`src/rtl/volume_agc.sv`:
```
// volume_agc: window-peak automatic gain control that steps volume's attenuation shift
//   clk_i           : clock, all state on posedge
//   reset_i         : asynchronous active-low reset
//   enable_i        : AGC enable; low returns to idle and drops any partial window
//   valid_i/sound_i : sample stream observed from volume.sound_o
//   up_o/down_o     : one-cycle step pulses (quieter / louder)
//   atten_o         : shadow of volume's 0..7 shift count
//   peak_o          : unsigned peak magnitude of the last completed window
module volume_agc #(
  parameter int                 width_p     = 24,
  parameter int                 window_lg_p = 8,
  parameter logic [width_p-1:0] hi_thresh_p = 24'h600000,
  parameter logic [width_p-1:0] lo_thresh_p = 24'h100000,
  parameter int                 holdoff_p   = 2
) (
  input  logic               clk_i,
  input  logic               reset_i,
  input  logic               enable_i,
  input  logic               valid_i,
  input  logic [width_p-1:0] sound_i,
  output logic               up_o,
  output logic               down_o,
  output logic [2:0]         atten_o,
  output logic [width_p-1:0] peak_o
);
  localparam int win_n = 1 << window_lg_p;
  localparam int hold_n = holdoff_p * win_n;
  localparam int cw = $clog2((hold_n > win_n ? hold_n : win_n) + 1);
  typedef enum logic [1:0] {idle_s, measure_s, decide_s, holdoff_s} state_t;
  state_t state;
  logic [cw-1:0] cnt;
  logic [width_p-1:0] run_peak, mag, peak_nxt;
  logic last_win, last_hold, loud, quiet;
  always_comb begin
    mag = sound_i[width_p-1] ? -sound_i : sound_i;
    peak_nxt = mag > run_peak ? mag : run_peak;
    last_win = cnt == cw'(win_n - 1);
    last_hold = cnt == cw'(hold_n - 1);
    loud = run_peak > hi_thresh_p && atten_o != 3'd7;
    quiet = run_peak < lo_thresh_p && atten_o != 3'd0;
  end
  // DECIDE completes even if enable drops that cycle, so a pulse and its
  // atten_o update are never split and the shadow stays in step with volume.
  always_ff @(posedge clk_i or negedge reset_i)
    if (!reset_i) begin
      state <= idle_s;
      cnt <= '0;
      run_peak <= '0;
      up_o <= 1'b0;
      down_o <= 1'b0;
      atten_o <= '0;
      peak_o <= '0;
    end else begin
      up_o <= 1'b0;
      down_o <= 1'b0;
      if (state == decide_s) begin
        peak_o <= run_peak;
        run_peak <= '0;
        up_o <= loud;
        down_o <= !loud && quiet;
        atten_o <= loud ? atten_o + 3'd1 : quiet ? atten_o - 3'd1 : atten_o;
        state <= !enable_i ? idle_s : (loud || quiet) && hold_n != 0 ? holdoff_s : measure_s;
      end else if (!enable_i) begin
        state <= idle_s;
        cnt <= '0;
        run_peak <= '0;
      end else if (state == idle_s)
        state <= measure_s;
      else if (valid_i && state == measure_s) begin
        run_peak <= peak_nxt;
        cnt <= last_win ? '0 : cnt + 1'b1;
        state <= last_win ? decide_s : measure_s;
      end else if (valid_i) begin
        cnt <= last_hold ? '0 : cnt + 1'b1;
        state <= last_hold ? measure_s : holdoff_s;
      end
    end
endmodule
```
`config.mk`:
```
export PLATFORM = sky130hd
export DESIGN_NAME = volume_agc
export DESIGN_NICKNAME = d
export VERILOG_FILES = /design/src/rtl/volume_agc.sv
export SDC_FILE = /design/constraint.sdc
export NUM_CORES = 1
export LEC_CHECK = 0
export BUFFER_PORTS_ARGS = -buffer_cell sky130_fd_sc_hd__buf_4
export CORE_MARGIN = 3
export CORE_UTILIZATION = 25
export CTS_CLUSTER_SIZE = 25
export DETAILED_ROUTE_END_ITERATION = 12
export SLEW_MARGIN = 20
export SYNTH_ARGS = -nofsm -noshare
export SYNTH_HDL_FRONTEND = slang
export SYNTH_SLANG_ARGS = --single-unit
```
`constraint.sdc`:
```
create_clock -name clk_i -period 2.5 [get_ports clk_i]
set_input_delay 0.75 -clock clk_i [delete_from_list [all_inputs] [get_ports clk_i]]
set_output_delay 0.75 -clock clk_i [all_outputs]
set_load 0.05 [all_outputs]
```
==> results of run 1 <==
what timing repair did:
item	CTS	global route
pin swaps	9	13
resized for setup	21	20
cloned	1	2
setup endpoints to repair	24	26
buffers inserted	2	2
path summary, 6_finish.rpt:
path / from / endpoint / slack (ps) / cells after the start
setup / recovery: sound_i[0] / run_peak[19] / -1370 / 17
hold / removal: peak_o[12] / peak_o[12] / 480 / 2
setup reg to reg: run_peak[3] / run_peak[13] / 40 / 8
hold reg to reg: peak_o[12] / peak_o[12] / 480 / 2
max in group asynchronous: reset_i / run_peak[11] / 1440 / 1
min in group asynchronous: reset_i / cnt[3] / 500 / 1
layer usage:
layer	vias up	track usage	part of all wire
met5	-	0	0
met4	0	0.0496	0.015
met3	13	0.0142	0.040
met2	81	0.188	0.45
met1	1690	0.166	0.49
li1	1804	-	-
worst min-delay path: cells and delay by family, from the launching register on:
family           cells  cell delay, ps
AO/OA/AOI/OAI        1              60
AND/OR/NAND/NOR      1              50
flip-flops           1             340
area by class of cell:
| cell class | count | area [sq um] |
|---|---|---|
| fillers | 1526 | 9440 |
| multi-input cells | 313 | 2380 |
| well taps | 211 | 264 |
| clock buffers | 11 | 253 |
| clock inverters | 5 | 63.8 |
| repair buffers | 134 | 1110 |
| flip-flops and latches | 65 | 1630 |
| inverters | 28 | 123 |
cells by family after synthesis:
group           Yosys count  share of synthesized area
buf+inv                  45                     0.0526
flops                    65                      0.414
fa+ha+maj                27                     0.0880
simple gates            148                      0.197
xor+xnor                 25                     0.0558
compound gates          108                      0.180
mux                       5                     0.0131
through the flow:
step,instance area (sq um),setup WS (ps),util,hold slack [ps],setup TNS [ps]
after floorplan,4030,-1360,-,444,-31930
after global placement,5160,-1680,0.338,470,-38510
after detailed placement,5160,-1830,0.338,478,-41290
after CTS,5630,-1340,0.369,490,-30990
after global routing,5810,-1470,0.381,517,-33300
final,5810,-1370,0.381,482,-31210
state kept, by name, indices dropped and copies added, names as in the netlist:
register,count
run_peak,24
atten_o,3
cnt,10
up_o,1
down_o,1
peak_o,24
state,2
report_power, final:
group	internal (uW)	switching [uW]	leakage [uW]
Combinational	435	624	0.00153
Clock	830	447	0.000152
Sequential	1140	91.6	0.000891
cell usage in the layout (no fill, tap or decap), types with 3 or more instances in the layout:
cell and count:
o31ai_2 10, buf_12 3, and3_1 5, inv_1 26, clkinv_4 3, nand3_1 17
nand2b_1 3, nor4_2 3, o21ai_0 41, nand4_1 8, clkbuf_16 11, o31a_1 3
a21o_1 3, nor4_1 6, a21oi_1 10, a31o_1 6, o31ai_1 10, nor2_1 14
nand3_2 9, nand2_1 46, nor3_1 8, o21ai_1 6, xnor2_2 3, ha_1 25
xor2_1 6, nand3_4 4, mux2i_1 4, dfrtp_1 65, buf_4 126, xnor2_1 15
==> impl_results.html, run 1 <==
<table>
<tr><th>Metric</th><th>Value</th></tr>
<tr><th colspan="2">Placement</th></tr>
<tr><td>Global placement routability congestion</td><td>~0.8</td></tr>
<tr><td>Placed Cells</td><td>744</td></tr>
<tr><td>Placed wire-length estimate after detailed placement</td><td>between 8000 and 9000 microns</td></tr>
<tr><td>IO buf count</td><td>56</td></tr>
<tr><th colspan="2">Die</th></tr>
<tr><td>Die footprint</td><td>17,200 sq um</td></tr>
<tr><td>X dimension of the die</td><td>131 microns</td></tr>
<tr><td>Starting density of the core</td><td>0.257</td></tr>
<tr><td>I/O pin total</td><td>57</td></tr>
<tr><td>Die Height</td><td>131 microns</td></tr>
<tr><td>Row Count</td><td>45</td></tr>
<tr><td>Core Region</td><td>15,300 sq um</td></tr>
<tr><th colspan="2">Logic synthesis</th></tr>
<tr><td>Asr flop ratio synth</td><td>1.00</td></tr>
<tr><td>Cell types with the largest area share after synthesis</td><td>dfrtp_1 (41%), ha_1 (8.3%), o21ai_0 (5.4%), nand2_1 (4.4%), xnor2_1 (4.0%)</td></tr>
<tr><td>Average size of a mapped cell</td><td>~9.3 sq um</td></tr>
<tr><td>Total number of yosys warnings</td><td>0</td></tr>
<tr><td>Post-Synthesis Net Count</td><td>478</td></tr>
<tr><td>Share of synthesized area occupied by flip-flops and latches</td><td>0.414</td></tr>
<tr><td>Synth Flop Type</td><td>dfrtp_1</td></tr>
<tr><td>List of most frequent post-synthesis cells</td><td>dfrtp_1 (65), nand2_1 (46), o21ai_0 (42)</td></tr>
<tr><td>Area fraction of the dominant cell type after synthesis</td><td>0.414</td></tr>
<tr><td>Number of flops mapped to enable cells by yosys</td><td>0</td></tr>
<tr><td>Cell taking the most area after synthesis</td><td>dfrtp_1</td></tr>
<tr><td>Cell Area, Synth</td><td>3930 sq um</td></tr>
<tr><td>Cell with the most instances after synthesis</td><td>dfrtp_1</td></tr>
<tr><td>Synthesized instance count</td><td>about 420</td></tr>
<tr><td>Post-synthesis cell type count</td><td>57</td></tr>
<tr><td>Flip-flop and latch count after synthesis</td><td>65</td></tr>
<tr><th colspan="2">Route</th></tr>
<tr><td>Via-to-Cell Ratio</td><td>4.68</td></tr>
<tr><td># DRC</td><td>0</td></tr>
<tr><td>Post-route antenna net violation count</td><td>0</td></tr>
<tr><td>Routed WL</td><td>10,500 microns</td></tr>
<tr><td>DRC marker count from the first detailed-route iteration</td><td>196</td></tr>
<tr><td>Routed len/inst</td><td>13.7 microns</td></tr>
<tr><td>Number of iterations in the first detailed-routing pass</td><td>4</td></tr>
<tr><td>Via count of the routed design</td><td>3,588</td></tr>
<tr><th colspan="2">Critical path</th></tr>
<tr><td>Category of the most critical setup path</td><td>in2reg</td></tr>
<tr><td>CP required</td><td>2710 ps</td></tr>
<tr><td>CP Buf/Inv Count</td><td>4</td></tr>
<tr><td>Top cell by count, worst path</td><td>buf_12</td></tr>
<tr><td>Kind of cell adding the most delay to the critical path</td><td>simple AND/OR/NAND/NOR gates</td></tr>
<tr><td>Critical path fanouts, max</td><td>10</td></tr>
<tr><td>Critical Path, Cell by Cell</td><td>buf_12, inv_12, ha_4, or4b_4, or3_4, nand2b_4, o21a_1, xor2_2, ha_1, nand4_1, buf_4, nor4_4, o31a_1, o41a_4, buf_12, nor3_1, a31o_2</td></tr>
<tr><td>CP Capture Type</td><td>flip-flop</td></tr>
<tr><td>Worst stage delay on the critical path</td><td>between 400 and 500 ps</td></tr>
<tr><td>Slowest CP cell</td><td>or4b_4</td></tr>
<tr><td>Worst Setup Start Kind</td><td>input pin</td></tr>
<tr><td>Arrival time worst endpoint</td><td>4090 ps</td></tr>
<tr><th colspan="2">Power</th></tr>
<tr><td>VDD IR-drop max</td><td>~0.30 mV</td></tr>
<tr><td>Leak pwr</td><td>between 0.002 and 0.003 uW</td></tr>
<tr><td>Overall power after layout</td><td>3570 uW</td></tr>
<tr><td>Power per cell area</td><td>roughly 610 nW/um^2</td></tr>
<tr><th colspan="2">Run status</th></tr>
<tr><td>Run status</td><td>finished, violations left</td></tr>
<tr><td>Violations in the final reports</td><td>setup timing</td></tr>
<tr><th colspan="2">GRT</th></tr>
<tr><td>Wire length of the first global-routing pass</td><td>17,000 microns</td></tr>
<tr><td>Number of antenna violations at the first check in global routing</td><td>0</td></tr>
<tr><td>Via count of the first global-routing pass</td><td>3,405</td></tr>
<tr><td>Total overflow reported by the global router</td><td>0</td></tr>
<tr><td>Pin count of the biggest net entering global routing</td><td>66</td></tr>
<tr><td>GR Util All Layers</td><td>0.119</td></tr>
<tr><th colspan="2">STA</th></tr>
<tr><td>Actual slew at the worst max-slew pin</td><td>816 ps</td></tr>
<tr><td>Tmin final</td><td>roughly 3900 ps</td></tr>
<tr><td>Number of pins exceeding their max-slew limit in the final report</td><td>0</td></tr>
<tr><td>Period Utilization, post-route</td><td>1.55</td></tr>
<tr><td>Setup slack of the critical path after layout</td><td>-1370 ps</td></tr>
<tr><td>Final hold viol count</td><td>0</td></tr>
<tr><td>Final setup violation count</td><td>24</td></tr>
<tr><td>Max frequency</td><td>0.258 GHz</td></tr>
<tr><td>Slew Limit Headroom</td><td>0.456</td></tr>
<tr><td>Setup repair after global routing missed its margin</td><td>yes</td></tr>
<tr><td>Final clock skew</td><td>6.97 ps</td></tr>
<tr><th colspan="2">Cells and area</th></tr>
<tr><td>Number of nets in the layout</td><td>606</td></tr>
<tr><td>Layout cell share with drive strength beyond 1</td><td>0.365</td></tr>
<tr><td>P&amp;R area growth vs syn</td><td>48.1%</td></tr>
<tr><td>Final antenna diode count</td><td>0</td></tr>
<tr><td>Number of cells in the finished layout apart from fillers</td><td>about 770</td></tr>
<tr><th colspan="2">Clock tree</th></tr>
<tr><td>Count of H-tree levels built during CTS</td><td>3</td></tr>
<tr><td>TritonCTS sink count</td><td>65</td></tr>
<tr><td>Clock latency on the worst-skew pair</td><td>320 ps</td></tr>
<tr><td>Max clock buf depth</td><td>2</td></tr>
<tr><td>TritonCTS clock tree</td><td>yes</td></tr>
<tr><td>Reg clk slew, reported paths</td><td>60 ps</td></tr>
<tr><td>Number of CTS-inserted buffers</td><td>9</td></tr>
<tr><td>Number of buffers inserted for hold repair after clock tree synthesis</td><td>0</td></tr>
<tr><td>Clock Tree Root</td><td>clkbuf_16</td></tr>
<tr><th colspan="2">Run</th></tr>
<tr><td>Max_cap viols</td><td>0</td></tr>
<tr><th colspan="2">Hold path</th></tr>
<tr><td>Type of the worst min-delay path</td><td>reg2reg</td></tr>
</table>
(Power assumes the default switching activity.)
==> run 2, diff against run 1 <==
--- a/config.mk
+++ b/config.mk
@@ -10,6 +10,7 @@
 export CORE_UTILIZATION = 25
 export CTS_CLUSTER_SIZE = 25
 export DETAILED_ROUTE_END_ITERATION = 12
+export SKIP_CTS_REPAIR_TIMING = 1
 export SLEW_MARGIN = 20
 export SYNTH_ARGS = -nofsm -noshare
 export SYNTH_HDL_FRONTEND = slang
==> impl_results.html, run 2 (synthesized netlist as in run 1, its figures left out) <==
<table>
<tr><th>Metric</th><th>Value</th></tr>
<tr><th colspan="2">Run status</th></tr>
<tr><td>Run status</td><td>finished, violations left</td></tr>
<tr><td>Violations in the final reports</td><td>setup timing</td></tr>
<tr><th colspan="2">Run</th></tr>
<tr><td>Max_cap viols</td><td>0 (unchanged)</td></tr>
<tr><th colspan="2">Route</th></tr>
<tr><td>DRC marker count from the first detailed-route iteration</td><td>187 (-4.6%)</td></tr>
<tr><td>Via-to-Cell Ratio</td><td>4.70 (+0.45%)</td></tr>
<tr><td>Routed WL</td><td>10,500 microns (+0.11%)</td></tr>
<tr><td>Post-route antenna net violation count</td><td>0 (unchanged)</td></tr>
<tr><td>Via count of the routed design</td><td>3,604 (+0.45%)</td></tr>
<tr><td>Number of iterations in the first detailed-routing pass</td><td>4 (unchanged)</td></tr>
<tr><td>Routed len/inst</td><td>13.7 microns (+0.11%)</td></tr>
<tr><td># DRC</td><td>0 (unchanged)</td></tr>
<tr><th colspan="2">STA</th></tr>
<tr><td>Actual slew at the worst max-slew pin</td><td>826 ps (+9.85 ps)</td></tr>
<tr><td>Total negative slack for setup checks</td><td>-32,010 ps (-802 ps)</td></tr>
<tr><td>Slew Limit Headroom</td><td>0.449 (-0.00656)</td></tr>
<tr><td>Worst hold slack</td><td>483 ps (+1.27 ps)</td></tr>
<tr><td>Max frequency</td><td>0.257 GHz (-0.42%)</td></tr>
<tr><td>Final clock skew</td><td>6.52 ps (-0.448 ps)</td></tr>
<tr><td>Tmin final</td><td>3890 ps (+16.3 ps)</td></tr>
<tr><td>Final setup violation count</td><td>24 (unchanged)</td></tr>
<tr><td>Number of pins exceeding their max-slew limit in the final report</td><td>0 (unchanged)</td></tr>
<tr><td>Period Utilization, post-route</td><td>1.56 (+0.00652)</td></tr>
<tr><td>Setup slack of the critical path after layout</td><td>-1390 ps (-16.3 ps)</td></tr>
<tr><td>Setup repair after global routing missed its margin</td><td>yes</td></tr>
<tr><td>Final hold viol count</td><td>0 (unchanged)</td></tr>
<tr><th colspan="2">Cells and area</th></tr>
<tr><td>P&amp;R area growth vs syn</td><td>48.5%</td></tr>
<tr><td>Number of cells in the finished layout apart from fillers</td><td>767 (unchanged)</td></tr>
<tr><td>Final antenna diode count</td><td>0 (unchanged)</td></tr>
<tr><td>Most common cell after layout, fill and taps aside</td><td>buf_4</td></tr>
<tr><td>Largest regs</td><td>peak_o x24, run_peak x24, cnt x10</td></tr>
<tr><td>Top library cells by usage in the layout, fill and taps aside</td><td>buf_4 (124), dfrtp_1 (65), nand2_1 (46), o21ai_0 (41), inv_1 (26)</td></tr>
<tr><td>Number of nets in the layout</td><td>606 (unchanged)</td></tr>
<tr><td>Layout cell share with drive strength beyond 1</td><td>0.362 (-0.00360)</td></tr>
<tr><th colspan="2">Power</th></tr>
<tr><td>Switching fraction of total power</td><td>0.325 (-0.000930)</td></tr>
<tr><td>Net Switching</td><td>1160 uW (-0.40%)</td></tr>
<tr><td>Seq pwr share</td><td>0.347 (about the same)</td></tr>
<tr><td>Power share of the clock group</td><td>0.356 (-0.002)</td></tr>
<tr><td>Cell internal pwr</td><td>2410 uW (about the same)</td></tr>
<tr><td>Overall power after layout</td><td>3570 uW (-0.12%)</td></tr>
<tr><td>Leak pwr</td><td>0.00257 uW (-0.23%)</td></tr>
<tr><td>VDD IR-drop max</td><td>0.298 mV (-0.38%)</td></tr>
<tr><td>Power per cell area</td><td>612 nW/um^2 (-0.40%)</td></tr>
<tr><td>Proportion of power drawn by combinational gates</td><td>0.297 (about the same)</td></tr>
<tr><th colspan="2">Critical path</th></tr>
<tr><td>Category of the most critical setup path</td><td>in2reg</td></tr>
<tr><td>Setup crit start</td><td>sound_i[0]</td></tr>
<tr><td>Worst r2r src</td><td>run_peak[22]</td></tr>
<tr><td>Number of cell instances on the worst register-to-register path</td><td>8 (unchanged)</td></tr>
<tr><td>Arrival time worst endpoint</td><td>4090 ps (about the same)</td></tr>
<tr><td>Critical path fanouts, max</td><td>7 (-3)</td></tr>
<tr><td>Worst Setup EP</td><td>run_peak[13]</td></tr>
<tr><td>Terminus of the critical flop-to-flop path</td><td>run_peak[13]</td></tr>
<tr><td>Flop-to-flop setup slack</td><td>40 ps (about the same)</td></tr>
<tr><td>CP required</td><td>2700 ps (about the same)</td></tr>
<tr><td>Worst Setup Start Kind</td><td>input pin</td></tr>
<tr><td>CP Capture Type</td><td>flip-flop</td></tr>
<tr><th colspan="2">GRT</th></tr>
<tr><td>Total overflow reported by the global router</td><td>0 (unchanged)</td></tr>
<tr><td>Number of antenna violations at the first check in global routing</td><td>0 (unchanged)</td></tr>
<tr><td>Via count of the first global-routing pass</td><td>3,321 (-2.5%)</td></tr>
<tr><td>Wire length of the first global-routing pass</td><td>16,500 microns (-2.7%)</td></tr>
<tr><td>GR Util All Layers</td><td>0.116 (-0.00325)</td></tr>
<tr><td>Pin count of the biggest net entering global routing</td><td>66 (unchanged)</td></tr>
<tr><th colspan="2">Placement</th></tr>
<tr><td>Worst slack at placement</td><td>-1830 ps (unchanged)</td></tr>
<tr><td>Placed wire-length estimate after detailed placement</td><td>8130 microns (unchanged)</td></tr>
<tr><td>IO buf count</td><td>56 (unchanged)</td></tr>
<tr><td>Placed Cells</td><td>744 (unchanged)</td></tr>
<tr><td>Global placement routability congestion</td><td>0.804 (unchanged)</td></tr>
<tr><th colspan="2">Clock tree</th></tr>
<tr><td>Clock latency on the worst-skew pair</td><td>320 ps (about the same)</td></tr>
<tr><td>TritonCTS sink count</td><td>65 (unchanged)</td></tr>
<tr><td>TritonCTS clock tree</td><td>yes</td></tr>
<tr><td>Clock Tree Root</td><td>clkbuf_16</td></tr>
<tr><td>Reg clk slew, reported paths</td><td>50 ps (about the same)</td></tr>
<tr><td>Count of H-tree levels built during CTS</td><td>3 (unchanged)</td></tr>
<tr><td>Max clock buf depth</td><td>2 (unchanged)</td></tr>
<tr><td>Number of CTS-inserted buffers</td><td>9 (unchanged)</td></tr>
<tr><th colspan="2">Die</th></tr>
<tr><td>Core Region</td><td>15,300 sq um (unchanged)</td></tr>
<tr><td>X dimension of the die</td><td>131 microns (unchanged)</td></tr>
<tr><td>Starting density of the core</td><td>0.257 (unchanged)</td></tr>
<tr><td>Die footprint</td><td>17,200 sq um (unchanged)</td></tr>
<tr><td>Row Count</td><td>45 (unchanged)</td></tr>
<tr><td>Die Height</td><td>131 microns (unchanged)</td></tr>
<tr><td>I/O pin total</td><td>57 (unchanged)</td></tr>
<tr><th colspan="2">Hold path</th></tr>
<tr><td>Cell depth of the worst min-delay path</td><td>2 (unchanged)</td></tr>
<tr><td>Worst hold start</td><td>peak_o[4]</td></tr>
<tr><td>Type of the worst min-delay path</td><td>reg2reg</td></tr>
</table>
==> run 2: cell types whose count changed in the layout (fill, tap and decap cells not counted), moves of 2 or more <==
cell     previous run  this run
o31ai_1            10        13
o31ai_4             1         4
nor3_2              2         5
nand3_2             9        11
o31ai_2            10         4
buf_4             126       124
nor3_1              8         6
buf_6               2         4
==> run 2: final cells by class <==
cell class | count | area [sq um]
clock buffer | 11 | 253
timing repair buffer | 134 | 1110
multi-input combinational | 313 | 2390
fill | 1524 | 9430
sequential | 65 | 1630
tap | 211 | 264
clock inverter | 5 | 63.8
inverter | 28 | 123
==> run 2: layer usage <==
layer | wire, microns | GRT usage | vias to the layer above | part of all wire
met1 | 5220 | 0.165 | 1718 | 0.50
met2 | 4820 | 0.180 | 72 | 0.46
met3 | 348 | 0.0130 | 8 | 0.033
met4 | 96 | 0.0455 | 0 | 0.0092
li1 | - | - | 1806 | -
met5 | 0 | 0 | - | 0
==> run 2: critical path, stage by stage <==
cell	delay (ps)
buf_12	110
inv_12	40
ha_4	120
or4b_4	450
or3_4	360
buf_6	140
o41ai_4	250
xnor2_2	130
ha_1	300
nand4_1	120
nor2_1	50
a221o_1	320
o41a_4	530
clkbuf_16	200
a31o_1	220
==> run 2: worst min path at each step <==
stage                            to  slack, ps
final                     peak_o[4]        480
after global routing         cnt[3]        520
after CTS                 peak_o[4]        490
after detailed placement  peak_o[4]        480
after global placement    peak_o[4]        470
after floorplan              cnt[3]        440
==> run 2: metrics by stage <==
step                area [sq um]   util
CTS                         5470  0.359
detailed placement          5160  0.338
global placement            5160  0.338
global route                5830  0.382
finish                      5830  0.382
floorplan                   4030      -
==> run 2: power by group through the flow <==
stage	Sequential (uW)	Clock, uW	Combinational [uW]
2_1_floorplan	1430	0	404
3_3_place_gp	1240	0	959
3_5_place_dp	1250	0	984
4_1_cts	1240	1310	986
5_1_grt	1250	1350	1150
6_report	1240	1270	1060
==> run 3, diff against run 2 <==
--- a/config.mk
+++ b/config.mk
@@ -5,11 +5,12 @@
 export SDC_FILE = /design/constraint.sdc
 export NUM_CORES = 1
 export LEC_CHECK = 0
-export BUFFER_PORTS_ARGS = -buffer_cell sky130_fd_sc_hd__buf_4
+export BUFFER_PORTS_ARGS = -buffer_cell sky130_fd_sc_hd__buf_2
 export CORE_MARGIN = 3
-export CORE_UTILIZATION = 25
+export CORE_UTILIZATION = 58
 export CTS_CLUSTER_SIZE = 25
 export DETAILED_ROUTE_END_ITERATION = 12
+export PLACE_DENSITY = 0.81
 export SKIP_CTS_REPAIR_TIMING = 1
 export SLEW_MARGIN = 20
 export SYNTH_ARGS = -nofsm -noshare
==> impl_results.html, run 3 (synthesized netlist as in run 1, its figures left out) <==
<table>
<tr><th>Metric</th><th>Value</th></tr>
<tr><th colspan="2">Placement</th></tr>
<tr><td>Worst slack at placement</td><td>-1750 ps (+77.9 ps)</td></tr>
<tr><td>Placed wire-length estimate after detailed placement</td><td>7400 microns (-8.9%)</td></tr>
<tr><td>Placed Cells</td><td>612 (-18%)</td></tr>
<tr><td>IO buf count</td><td>56 (unchanged)</td></tr>
<tr><td>Global placement routability congestion</td><td>0.858 (+6.7%)</td></tr>
<tr><th colspan="2">Route</th></tr>
<tr><td>Via count of the routed design</td><td>3,760 (+4.3%)</td></tr>
<tr><td>DRC marker count from the first detailed-route iteration</td><td>206 (+10%)</td></tr>
<tr><td># DRC</td><td>0 (unchanged)</td></tr>
<tr><td>Post-route antenna net violation count</td><td>0 (unchanged)</td></tr>
<tr><td>Routed WL</td><td>10,500 microns (+0.23%)</td></tr>
<tr><td>Routed len/inst</td><td>16.7 microns (+22%)</td></tr>
<tr><td>Number of iterations in the first detailed-routing pass</td><td>4 (unchanged)</td></tr>
<tr><td>Via-to-Cell Ratio</td><td>5.98 (+27%)</td></tr>
<tr><th colspan="2">Cells and area</th></tr>
<tr><td>Largest regs</td><td>peak_o x24, run_peak x24, cnt x10</td></tr>
<tr><td>Layout cell share with drive strength beyond 1</td><td>0.359 (-0.00282)</td></tr>
<tr><td>Seq. cell area</td><td>1630 sq um (unchanged)</td></tr>
<tr><td>Top library cells by usage in the layout, fill and taps aside</td><td>buf_4 (71), dfrtp_1 (65), buf_2 (53), nand2_1 (46), o21ai_0 (42)</td></tr>
<tr><td>Number of cells in the finished layout apart from fillers</td><td>629 (-18%)</td></tr>
<tr><td>Final Core Density</td><td>0.826 (+0.444)</td></tr>
<tr><td>Most common cell after layout, fill and taps aside</td><td>buf_4</td></tr>
<tr><td>Filler cell count</td><td>374 (-75%)</td></tr>
<tr><td>P&amp;R area growth vs syn</td><td>35.9%</td></tr>
<tr><td>Number of nets in the layout</td><td>604 (-0.33%)</td></tr>
<tr><td>Area used by multi-input combinational logic</td><td>2340 sq um (-2.0%)</td></tr>
<tr><td>Final antenna diode count</td><td>0 (unchanged)</td></tr>
<tr><th colspan="2">STA</th></tr>
<tr><td>Actual slew at the worst max-slew pin</td><td>528 ps (-298 ps)</td></tr>
<tr><td>Setup slack of the critical path after layout</td><td>-1410 ps (-23.7 ps)</td></tr>
<tr><td>Slew Limit Headroom</td><td>0.648 (+0.199)</td></tr>
<tr><td>Tmin final</td><td>3910 ps (+23.7 ps)</td></tr>
<tr><td>Setup repair after global routing missed its margin</td><td>yes</td></tr>
<tr><td>Max frequency</td><td>0.255 GHz (-0.60%)</td></tr>
<tr><td>Final hold viol count</td><td>0 (unchanged)</td></tr>
<tr><td>Worst hold slack</td><td>384 ps (-98.9 ps)</td></tr>
<tr><td>Number of pins exceeding their max-slew limit in the final report</td><td>0 (unchanged)</td></tr>
<tr><td>Period Utilization, post-route</td><td>1.57 (+0.00946)</td></tr>
<tr><td>Final clock skew</td><td>5.26 ps (-1.26 ps)</td></tr>
<tr><td>Final setup violation count</td><td>24 (unchanged)</td></tr>
<tr><th colspan="2">Power</th></tr>
<tr><td>Cell internal pwr</td><td>2070 uW (-14%)</td></tr>
<tr><td>Net Switching</td><td>1080 uW (-7.0%)</td></tr>
<tr><td>Switching fraction of total power</td><td>0.343 (+0.0181)</td></tr>
<tr><td>Proportion of power drawn by combinational gates</td><td>0.319 (+0.022)</td></tr>
<tr><td>Seq pwr share</td><td>0.391 (+0.044)</td></tr>
<tr><td>Overall power after layout</td><td>3150 uW (-12%)</td></tr>
<tr><td>Leak pwr</td><td>0.00246 uW (-4.3%)</td></tr>
<tr><td>Power share of the clock group</td><td>0.290 (-0.066)</td></tr>
<tr><td>Power per cell area</td><td>590 nW/um^2 (-3.7%)</td></tr>
<tr><td>VDD IR-drop max</td><td>0.301 mV (+0.99%)</td></tr>
<tr><th colspan="2">GRT</th></tr>
<tr><td>Wire length of the first global-routing pass</td><td>15,500 microns (-6.2%)</td></tr>
<tr><td>GR Util All Layers</td><td>0.254 (+0.138)</td></tr>
<tr><td>Via count of the first global-routing pass</td><td>3,420 (+3.0%)</td></tr>
<tr><td>Total overflow reported by the global router</td><td>0 (unchanged)</td></tr>
<tr><td>Pin count of the biggest net entering global routing</td><td>45 (-32%)</td></tr>
<tr><td>Number of antenna violations at the first check in global routing</td><td>0 (unchanged)</td></tr>
<tr><th colspan="2">Critical path</th></tr>
<tr><td>Category of the most critical setup path</td><td>in2reg</td></tr>
<tr><td>Worst Setup Start Kind</td><td>input pin</td></tr>
<tr><td>CP Capture Type</td><td>flip-flop</td></tr>
<tr><td>Arrival time worst endpoint</td><td>4190 ps (+100 ps)</td></tr>
<tr><td>Critical path fanouts, max</td><td>8 (+1)</td></tr>
<tr><td>Flop-to-flop setup slack</td><td>-70 ps (-110 ps)</td></tr>
<tr><td>CP required</td><td>2770 ps (+70 ps)</td></tr>
<tr><th colspan="2">Die</th></tr>
<tr><td>Core Region</td><td>6460 sq um (-58%)</td></tr>
<tr><td>Die footprint</td><td>7790 sq um (-55%)</td></tr>
<tr><td>X dimension of the die</td><td>88.3 microns (-33%)</td></tr>
<tr><td>Die Height</td><td>88.3 microns (-33%)</td></tr>
<tr><td>I/O pin total</td><td>57 (unchanged)</td></tr>
<tr><td>Starting density of the core</td><td>0.608 (+0.351)</td></tr>
<tr><td>Row Count</td><td>29 (-36%)</td></tr>
<tr><th colspan="2">Clock tree</th></tr>
<tr><td>Number of CTS-inserted buffers</td><td>9 (unchanged)</td></tr>
<tr><td>Reg clk slew, reported paths</td><td>60 ps (about the same)</td></tr>
<tr><td>TritonCTS sink count</td><td>65 (unchanged)</td></tr>
<tr><td>Count of H-tree levels built during CTS</td><td>3 (unchanged)</td></tr>
<tr><td>TritonCTS clock tree</td><td>yes</td></tr>
<tr><td>Clock Tree Root</td><td>clkbuf_8</td></tr>
<tr><td>Max clock buf depth</td><td>2 (unchanged)</td></tr>
<tr><td>Clock latency on the worst-skew pair</td><td>340 ps (+20 ps)</td></tr>
<tr><th colspan="2">Run status</th></tr>
<tr><td>Violations in the final reports</td><td>setup timing</td></tr>
<tr><td>Run status</td><td>finished, violations left</td></tr>
<tr><th colspan="2">Run</th></tr>
<tr><td>Max_cap viols</td><td>0 (unchanged)</td></tr>
<tr><th colspan="2">Hold path</th></tr>
<tr><td>Type of the worst min-delay path</td><td>in2async</td></tr>
</table>
[run 3: cell count changes in the layout (fill, tap and decap cells not counted), sizes merged]
cell / before / now
buf: 131 / 130
bufinv: 1 / 2
clkbuf: 14 / 12
clkinv: 4 / 3
clkinvlp: 1 / 0
[run 3: layer usage]
layer / vias to the layer above / wire length (microns) / GRT usage
met1: 1808 / 4470 / 0.330
met3: 23 / 550 / 0.0484
met4: 0 / 311 / 0.0934
li1: 1785 / - / -
met2: 144 / 5180 / 0.425
met5: - / 0 / 0
[run 3: worst max-delay path, stage by stage]
cell      delay (ps)
buf_12           110
inv_12            40
ha_4             120
or4b_4           450
or3_4            380
nand2b_4         160
o21a_1           190
xor2_2           150
ha_1             270
nand4_1          180
nor2_1            70
a221o_1          320
o41a_4           440
buf_12           180
nor3_4           220
a31o_1           150
[run 3: path summary, 6_finish.rpt]
kind | startpoint | end | cells after the start
max in group asynchronous | reset_i | run_peak[17] | 2
hold / removal | reset_i | cnt[4] | 1
setup / recovery | sound_i[0] | run_peak[13] | 16
min in group clk_i | peak_o[22] | peak_o[22] | 2
hold reg to reg | peak_o[22] | peak_o[22] | 2
setup reg to reg | run_peak[11] | run_peak[13] | 9
[run 3: stage by stage]
step | TNS [ps] | area [sq um]
after floorplan | -31930 | 4030
after global placement | -38550 | 4880
after detailed placement | -40220 | 4880
final | -31090 | 5340
after CTS | -31610 | 5070
after global routing | -33290 | 5340
[run 3: final cells by class]
| class | instances | area share |
|---|---|---|
| clock buffers | 10 | 0.0239 |
| clock inverters | 4 | 0.0131 |
| inverters | 28 | 0.0230 |
| multi-input cells | 313 | 0.439 |
| flip-flops and latches | 65 | 0.305 |
| well taps | 77 | 0.0181 |
| repair buffers | 132 | 0.178 |
[run 3: power groups by stage]
stage | clock network [uW] | logic [uW] | registers (uW)
5_1_grt | 979 | 1090 | 1240
3_3_place_gp | 0 | 896 | 1240
2_1_floorplan | 0 | 404 | 1430
3_5_place_dp | 0 | 929 | 1240
4_1_cts | 923 | 933 | 1220
6_report | 913 | 1000 | 1230
